===== config.mk =====
export PLATFORM = sky130hd
export DESIGN_NAME = pwm_capture
export DESIGN_NICKNAME = d
export VERILOG_FILES = /design/src/rtl/timer_pkg.sv /design/src/rtl/tick_prescaler.sv /design/src/rtl/pwm_capture.sv
export SDC_FILE = /design/constraint.sdc
export NUM_CORES = 1
export LEC_CHECK = 0
export CAP_MARGIN = 0
export CORE_MARGIN = 5
export CORE_UTILIZATION = 59
export CTS_CLUSTER_DIAMETER = 150
export DETAILED_ROUTE_END_ITERATION = 12
export PLACE_DENSITY = 0.85
export SLEW_MARGIN = 20
export SYNTH_ARGS = -nofsm -noshare
export SYNTH_HDL_FRONTEND = slang
export SYNTH_SLANG_ARGS = --single-unit

===== constraint.sdc =====
create_clock -name i_clk -period 4.38 [get_ports i_clk]
set_input_delay 0.657 -clock i_clk [delete_from_list [all_inputs] [get_ports i_clk]]
set_output_delay 0.657 -clock i_clk [all_outputs]
set_load 0.03 [all_outputs]

===== src/rtl/timer_pkg.sv =====
// Shared definitions for the 8-bit timer and its PWM input-capture companion.
package timer_pkg;

    typedef enum logic [1:0] {IDLE, ARM, HIGH, LOW} state_e;

    localparam int unsigned DEFAULT_WIDTH = 8;

    // Terminal prescaler count for a tick every 2^sel clocks.
    function automatic logic [6:0] prescale_term(input logic [2:0] sel);
        logic [7:0] w_full;
        w_full = (8'd1 << sel) - 8'd1;
        return w_full[6:0];
    endfunction

endpackage


===== src/rtl/tick_prescaler.sv =====
// Free-running clock divider producing a one-cycle tick every 2^i_sel clocks.
module tick_prescaler
    import timer_pkg::*;
(
    input  logic       i_clk,
    input  logic       rst_n,
    input  logic       i_clear,
    input  logic [2:0] i_sel,
    output logic       o_tick
);

    logic [6:0] r_count;
    logic [6:0] w_term;

    assign w_term = prescale_term(i_sel);
    assign o_tick = (r_count == w_term);

    always_ff @(posedge i_clk or negedge rst_n) begin
        if (!rst_n) begin
            r_count <= '0;
        end else if (i_clear || o_tick) begin
            r_count <= '0;
        end else begin
            r_count <= r_count + 7'd1;
        end
    end

endmodule


===== src/rtl/pwm_capture.sv =====
// Input-capture unit: measures period and high time of an asynchronous PWM input
// in prescaled ticks, with a capture strobe, sticky interrupt and sticky timeout.
module pwm_capture
    import timer_pkg::*;
#(
    parameter int unsigned WIDTH       = DEFAULT_WIDTH,
    parameter int unsigned SYNC_STAGES = 2
) (
    input  logic             i_clk,
    input  logic             rst_n,
    input  logic             i_enable,
    input  logic             i_pwm_in,
    input  logic [3:0]       i_clk_control,
    input  logic             i_int_clr,
    output logic [WIDTH-1:0] o_period,
    output logic [WIDTH-1:0] o_high_time,
    output logic             o_capture_valid,
    output logic             o_capture_interrupt,
    output logic             o_timeout,
    output logic             o_busy
);

    logic [SYNC_STAGES-1:0] r_sync;
    logic                   r_prev;
    state_e                 r_state;
    logic [WIDTH-1:0]       r_cnt;
    logic [WIDTH-1:0]       r_hi_lat;
    logic [WIDTH-1:0]       r_period;
    logic [WIDTH-1:0]       r_high_time;
    logic                   r_valid;
    logic                   r_irq;
    logic                   r_timeout;

    logic                   w_sync;
    logic                   w_rise;
    logic                   w_fall;
    logic                   w_tick;
    logic                   w_presc_clear;
    logic [WIDTH:0]         w_cnt_next;
    logic                   w_overflow;

    // Synchroniser and edge detector run in every state so enabling on a high input is quiet.
    always_ff @(posedge i_clk or negedge rst_n) begin
        if (!rst_n) begin
            r_sync <= '0;
            r_prev <= 1'b0;
        end else begin
            r_sync <= {r_sync[SYNC_STAGES-2:0], i_pwm_in};
            r_prev <= r_sync[SYNC_STAGES-1];
        end
    end

    assign w_sync = r_sync[SYNC_STAGES-1];
    assign w_rise = w_sync & ~r_prev;
    assign w_fall = ~w_sync & r_prev;

    assign w_presc_clear = (r_state == IDLE) || (r_state == ARM) || ((r_state == LOW) && w_rise);

    tick_prescaler u_prescaler (
        .i_clk   (i_clk),
        .rst_n   (rst_n),
        .i_clear (w_presc_clear),
        .i_sel   (i_clk_control[2:0]),
        .o_tick  (w_tick)
    );

    // One extra bit so a tick on a full counter shows up as overflow, even with an edge.
    assign w_cnt_next = {1'b0, r_cnt} + {{WIDTH{1'b0}}, w_tick};
    assign w_overflow = w_cnt_next[WIDTH];

    always_ff @(posedge i_clk or negedge rst_n) begin
        if (!rst_n) begin
            r_state     <= IDLE;
            r_cnt       <= '0;
            r_hi_lat    <= '0;
            r_period    <= '0;
            r_high_time <= '0;
            r_valid     <= 1'b0;
            r_irq       <= 1'b0;
            r_timeout   <= 1'b0;
        end else begin
            r_valid <= 1'b0;
            if (i_int_clr) begin
                r_irq     <= 1'b0;
                r_timeout <= 1'b0;
            end
            if (!i_enable) begin
                r_state <= IDLE;
                r_cnt   <= '0;
            end else begin
                unique case (r_state)
                    IDLE: r_state <= ARM;
                    ARM: begin
                        if (w_rise) begin
                            r_cnt   <= '0;
                            r_state <= HIGH;
                        end
                    end
                    HIGH: begin
                        if (w_overflow) begin
                            r_timeout <= 1'b1;
                            r_state   <= ARM;
                        end else if (w_fall) begin
                            r_hi_lat <= w_cnt_next[WIDTH-1:0];
                            r_cnt    <= w_cnt_next[WIDTH-1:0];
                            r_state  <= LOW;
                        end else begin
                            r_cnt <= w_cnt_next[WIDTH-1:0];
                        end
                    end
                    LOW: begin
                        if (w_overflow) begin
                            r_timeout <= 1'b1;
                            r_state   <= ARM;
                        end else if (w_rise) begin
                            r_period    <= w_cnt_next[WIDTH-1:0];
                            r_high_time <= r_hi_lat;
                            r_valid     <= 1'b1;
                            r_irq       <= 1'b1;
                            r_cnt       <= '0;
                            r_state     <= HIGH;
                        end else begin
                            r_cnt <= w_cnt_next[WIDTH-1:0];
                        end
                    end
                    default: r_state <= IDLE;
                endcase
            end
        end
    end

    assign o_period            = r_period;
    assign o_high_time         = r_high_time;
    assign o_capture_valid     = r_valid;
    assign o_capture_interrupt = r_irq;
    assign o_timeout           = r_timeout;
    assign o_busy              = (r_state == HIGH) || (r_state == LOW);

endmodule


==> summary.txt, run 1 <==
Hold path
  • Hold WC Path Type: primary input to async pin

Power
  • Cell Pwr Density: ~280 mW/mm2
  • Pint: around 0.57 mW
  • Switching share of total power: 0.232
  • Power share of the clock group: 0.337
  • Pleak: approximately 1.2 nW
  • Switching Power: between 0.15 and 0.2 mW
  • Comb power frac: 0.065
  • Flop pwr share: 0.597
  • IR Drop Worst-Case VDD: around 0.24 mV

Outcome
  • Status: finished, final reports clean

Cells and area
  • Share of layout cells above drive strength 1: 0.197
  • Seq. cell area: ~0.0012 mm2
  • Filler Cell Count: around 250
  • Layout area overhead: 18.2%
  • Area of the multi-input gates: between 0.001 and 0.0015 mm2
  • Nets: approximately 230
  • N_diodes: 0
  • Post-layout util: 0.721

Route
  • Via density: between 5 and 6
  • Final ANT Viol Nets: 0
  • Vias: 1577
  • Wirelength per Cell: around 17 um
  • Initial DRC count: 56
  • Met1 WL: 1.79 mm
  • DRT Wirelength: 4.50 mm
  • Met3 wire length: roughly 190 um
  • DRT Pass-1 Iters: 4
  • Metal2 WL: about 2.4 mm
  • DR top layer: met4
  • Drt drc: 0

Floorplanning
  • Core Footprint: between 0.003 and 0.004 mm2
  • IO Pins: 29
  • Die Area: approximately 0.0051 mm2
  • Initial Util: 0.610
  • Site row count: 22
  • Die W: around 70 um
  • Die Y-Extent: approximately 72 um

Setup path
  • Critical Path Sink Type: flop
  • Crit Path Class: primary input to flop
  • Slowest cell delay on critical path: about 0.54 ns
  • CP most frequent cell: ha_1
  • CP bufs+invs: 1
  • CP max-delay cell: clkdlybuf4s50_1
  • Family with the most delay on the worst path: simple AND/OR/NAND/NOR gates
  • Critical Path AT: around 4 ns
  • Worst EP required: about 4.6 ns
  • Critical path startpoint category: primary input
  • Largest fanout on the critical path: 9
  • Cell Chain, Critical Path: clkdlybuf4s50_1, or3_1, nand4b_1, a32oi_4, and2_1, ha_1, ha_1, and4_4, a311o_1, nor3_4, mux2_2

Global route
  • Largest net degree at the start of global routing: 48
  • Initial antenna violation count: 0
  • Vias in the first global route: roughly 1700
  • Total track usage: 0.198
  • Grt ovf: 0
  • First-pass GRT wire length: between 7 and 8 mm

STA
  • Final setup fails: 0
  • Relative slew margins: 0.575
  • Min cycle time layout: approximately 3.9 ns
  • Max frequency: ~260 MHz
  • Clock skew: around 0.0065 ns
  • RSZ-0062 raised after global routing: no
  • Crit share post-route: 0.890
  • Sum Neg Setup Slack: 0 ns
  • Hold Fails Final Rpt: 0
  • Tightest Pin Transition: 0.635 ns
  • Max-slew violation count: 0

Place
  • IO Port Bufs: 27
  • GPL Wtd Cong: about 0.86
  • Detailed placement HPWL: ~3.2 mm

Synth
  • Post-synth ARST share: 1.00
  • Post-synth EDFFs: 0
  • Mapped cell area: ~0.0022 mm2
  • Top cells by area, synth: dfrtp_1 (53%), mux2_2 (12%), xnor2_1 (2.7%)
  • Post-synth top area share: 0.527
  • Largest area contributor in the netlist: dfrtp_1
  • Mapped Avg Cell Area: 11.8 um2
  • Sequential element share of the synthesized area: 0.527
  • Syn_nets: 201
  • Yosys reg bits: 47
  • Top FF cell, synth: dfrtp_1
  • Synth warn: 0
  • Synth cell types: 43
  • Gate count of the mapped netlist: approximately 190

CTS
  • H-Tree Depth: 2
  • Hold_buf cts: 0
  • Post-CTS Repair Setup Buffers: 0
  • Clock insertion delay at the later pin of the skew report: 0.29 ns
  • Clock Tree Buf Depth: 2
  • CTS buffer count: 5
  • Worst-path clk slew: around 0.08 ns
  • CTS Root Cell: clkbuf_8
  • Clk sink count: between 40 and 50
  • CTS tree: yes
  • Post-CTS resize count: 0

Flow run
  • Max-cap violations: 0
-- layer usage --
metal / global-route usage / up-vias
met1: 0.227 / 791
li1: - / 736
met3: 0.0407 / 15
met4: 0.0835 / 0
met2: 0.355 / 35
met5: 0 / -
-- state kept, by name, indices dropped and copies added (netlist names), 2 cells and up --
name / flops
r_state: 2
r_sync: 2
r_hi_lat: 8
o_high_time: 8
o_period: 8
r_cnt: 8
u_prescaler.r_count: 7
-- through the flow --
stage                     setup slack (ns)  cells  area [um2]  hold slack, ns  power, mW
final                                0.482    266        2640           0.355      0.738
after global placement               0.288    258        2550           0.335      0.495
after detailed placement             0.179    258        2550           0.338      0.498
after floorplan                      0.818    189        2230           0.331      0.475
after CTS                            0.482    266        2640           0.356      0.743
after global routing                 0.336    266        2640           0.362      0.769
-- Yosys cell counts (5+ instances only) --
library cell,number
dfrtp_1,47
mux2_2,24
nand2_1,14
nand3_1,10
nor2_1,8
xnor2_1,7
a211oi_1,6
nor3_1,5
o21ai_0,5
-- cell usage in the layout, fill, tap and decap left out, types with 3 or more instances in the layout --
cell             netlist  routed
xnor2_1                7       7
ha_1                   3       3
a22o_1                 4       4
a211oi_1               6       6
nor3_1                 5       5
nor2_1                 8       8
dfrtp_1               47      47
inv_1                  4       4
nand2_1               14      14
a21o_1                 3       3
a2bb2oi_1              3       3
buf_4                  0       3
mux2_2                24      24
clkbuf_8               0       5
a31o_2                 3       3
clkdlybuf4s50_1        0      26
xor2_1                 4       4
nand3_1               10      10
o21ai_0                5       5
-- power groups by stage --
stage | Combinational (mW) | Clock (mW) | Sequential (mW)
global placement | 0.0455 | 0 | 0.449
CTS | 0.0486 | 0.254 | 0.441
floorplan | 0.0264 | 0 | 0.449
detailed placement | 0.0480 | 0 | 0.450
global route | 0.0538 | 0.274 | 0.442
finish | 0.0483 | 0.249 | 0.441
-- layout make-up --
type / instances / area share
clock inverter: 2 / 0.00474
inverter: 4 / 0.00569
sequential: 47 / 0.445
multi-input combinational: 129 / 0.379
timing repair buffer: 30 / 0.115
clock buffer: 6 / 0.0275
tap: 48 / 0.0227
-- worst paths after layout --
kind                                      endpoint  slack, ns  depth (start not counted)                              from
setup / recovery           r_hi_lat[0]$_DFFE_PN0P_       0.48                         11                  i_clk_control[1]
hold / removal                r_cnt[6]$_DFFE_PN0P_       0.36                          1                             rst_n
setup reg to reg           r_hi_lat[0]$_DFFE_PN0P_       1.10                         10  u_prescaler.r_count[1]$_DFF_PN0_
hold reg to reg                r_sync[1]$_DFF_PN0_       0.36                          0               r_sync[0]$_DFF_PN0_
max in group asynchronous  o_period[0]$_DFFE_PN0P_       3.64                          1                             rst_n
min in group i_clk             r_sync[1]$_DFF_PN0_       0.36                          0               r_sync[0]$_DFF_PN0_
-- cells by family after synthesis --
logic type / count (synthesis) / synth area share
muxes: 26 / 0.130
and+or+nand+nor: 55 / 0.135
xor gates and xnor gates: 11 / 0.0431
DFF: 47 / 0.527
adders and majority gates: 3 / 0.0168
buffers and inverters: 13 / 0.0274
AOI/OAI and AO/OA: 34 / 0.121
(Power assumes the default switching activity.)
==> run 2, diff against run 1 <==
--- a/config.mk
+++ b/config.mk
@@ -10,8 +10,8 @@
 export CORE_UTILIZATION = 59
 export CTS_CLUSTER_DIAMETER = 150
 export DETAILED_ROUTE_END_ITERATION = 12
+export MAX_ROUTING_LAYER = met4
 export PLACE_DENSITY = 0.85
-export SLEW_MARGIN = 20
 export SYNTH_ARGS = -nofsm -noshare
 export SYNTH_HDL_FRONTEND = slang
 export SYNTH_SLANG_ARGS = --single-unit
==> summary.txt, run 2 (synthesized netlist as in run 1, its figures left out) <==
Setup path
  • Critical Path Sink Type: flop
  • Crit Path Class: primary input to flop
  • Cell Chain, Critical Path: clkdlybuf4s50_1, or3_1, nand4b_1, a32oi_4, and2_1, ha_1, ha_1, and4_4, a311o_1, nor3_4, mux2_2
  • Largest fanout on the critical path: 9
  • Slowest cell delay on critical path: ~0.54 ns
  • CP most frequent cell: ha_1
  • Critical path startpoint category: primary input
  • Family with the most delay on the worst path: simple AND/OR/NAND/NOR gates
  • Worst EP required: ~4.6 ns
  • Critical Path AT: 4.08 ns
  • CP max-delay cell: clkdlybuf4s50_1
  • CP bufs+invs: 1

Outcome
  • Status: finished, final reports clean

Floorplanning
  • Core Footprint: about 0.0037 mm2
  • Site row count: 22
  • Die W: between 70 and 80 um
  • IO Pins: 29
  • Initial Util: 0.610
  • Die Area: between 0.005 and 0.006 mm2
  • Die Y-Extent: between 70 and 80 um

Place
  • GPL Wtd Cong: roughly 0.9
  • IO Port Bufs: 27
  • Detailed placement HPWL: about 3.2 mm
  • Placed insts: about 260
  • Place WS: ~0.18 ns

Global route
  • Initial antenna violation count: 0
  • Total track usage: 0.204
  • Grt ovf: 0
  • First-pass GRT wire length: between 7 and 8 mm
  • Largest net degree at the start of global routing: between 40 and 50
  • Vias in the first global route: 1699

Route
  • Final ANT Viol Nets: 0
  • DRT Wirelength: roughly 4.5 mm
  • Drt drc: 0
  • Vias: between 1500 and 2000
  • Via density: approximately 6.0
  • DRT Pass-1 Iters: 4
  • Wirelength per Cell: 17.0 um
  • Initial DRC count: between 60 and 70

STA
  • Sum Neg Setup Slack: 0 ns
  • Relative slew margins: 0.333
  • Worst setup margin: about 0.48 ns
  • Final setup fails: 0
  • Max frequency: around 260 MHz
  • Tightest Pin Transition: around 1.0 ns
  • RSZ-0062 raised after global routing: no
  • Max-slew violation count: 0
  • Crit share post-route: 0.891
  • Min cycle time layout: between 3 and 4 ns
  • Clock skew: 0.00657 ns
  • Hold Fails Final Rpt: 0

Cells and area
  • Layout area overhead: 18.1%
  • Filler Cell Count: approximately 250
  • Share of layout cells above drive strength 1: 0.197
  • Commonest non-fill, non-tap cells in the layout: dfrtp_1 (47), clkdlybuf4s50_1 (26), mux2_2 (24)
  • Nets: 229
  • Finished Layout Cells: 266
  • Commonest non-fill, non-tap cell in the layout: dfrtp_1
  • N_diodes: 0

CTS
  • Hold_buf cts: 0
  • Clock Tree Buf Depth: 2
  • Clock insertion delay at the later pin of the skew report: about 0.29 ns
  • Clk sink count: 47
  • Worst-path clk slew: 0.08 ns
  • Post-CTS resize count: 0
  • CTS buffer count: 5
  • H-Tree Depth: 2
  • CTS Root Cell: clkbuf_8
  • Post-CTS Repair Setup Buffers: 0
  • CTS tree: yes

Flow run
  • Max-cap violations: 0

Power
  • Cell Pwr Density: approximately 280 mW/mm2
  • IR Drop Worst-Case VDD: about 0.24 mV
  • Pleak: 1.21 nW
  • Power Total: roughly 0.74 mW

Hold path
  • Hold WC Path Type: flop to flop
## run 2: cell counts in the layout (fill, tap and decap cells not counted)
No cell type changed its count.
## run 2: where the power goes
group | switching [mW] | total, mW | internal [mW]
Combinational | 0.0297 | 0.0483 | 0.0186
Sequential | 0.00415 | 0.441 | 0.437
Clock | 0.137 | 0.249 | 0.112
## run 2: metal layers
layer / vias up / track usage / share of wire
li1: 738 / - / -
met1: 794 / 0.227 / 0.40
met2: 43 / 0.354 / 0.54
met3: 12 / 0.0379 / 0.038
met4: 0 / 0.0898 / 0.022
met5: - / - / 0
## run 2: final cells by class
cell class | count | area (um2) | share of cell area
flip-flops and latches | 47 | 1180 | 0.446
multi-input cells | 129 | 1000 | 0.380
repair buffers | 30 | 300 | 0.114
clock buffers | 6 | 72.6 | 0.0275
well taps | 48 | 60.1 | 0.0228
inverters | 4 | 15.0 | 0.00569
clock inverters | 2 | 12.5 | 0.00474
## run 2: stage by stage
step                      area [um2]  utilization  hold WS [ns]
after floorplan                 2230            -         0.331
after global placement          2550        0.697         0.335
after detailed placement        2550        0.697         0.338
after CTS                       2640        0.720         0.356
after global routing            2640        0.720         0.362
final                           2640        0.720         0.355
## run 2: path summary, 6_finish.rpt
path / from / to / slack (ns) / depth (start not counted)
hold / removal: r_sync[0]$_DFF_PN0_ / r_sync[1]$_DFF_PN0_ / 0.36 / 0
min in group asynchronous: rst_n / r_cnt[6]$_DFFE_PN0P_ / 0.53 / 1
max in group asynchronous: rst_n / o_period[0]$_DFFE_PN0P_ / 3.24 / 1
setup reg to reg: u_prescaler.r_count[1]$_DFF_PN0_ / r_hi_lat[2]$_DFFE_PN0P_ / 1.09 / 10
hold reg to reg: r_sync[0]$_DFF_PN0_ / r_sync[1]$_DFF_PN0_ / 0.36 / 0
setup / recovery: i_clk_control[1] / r_hi_lat[2]$_DFFE_PN0P_ / 0.48 / 11
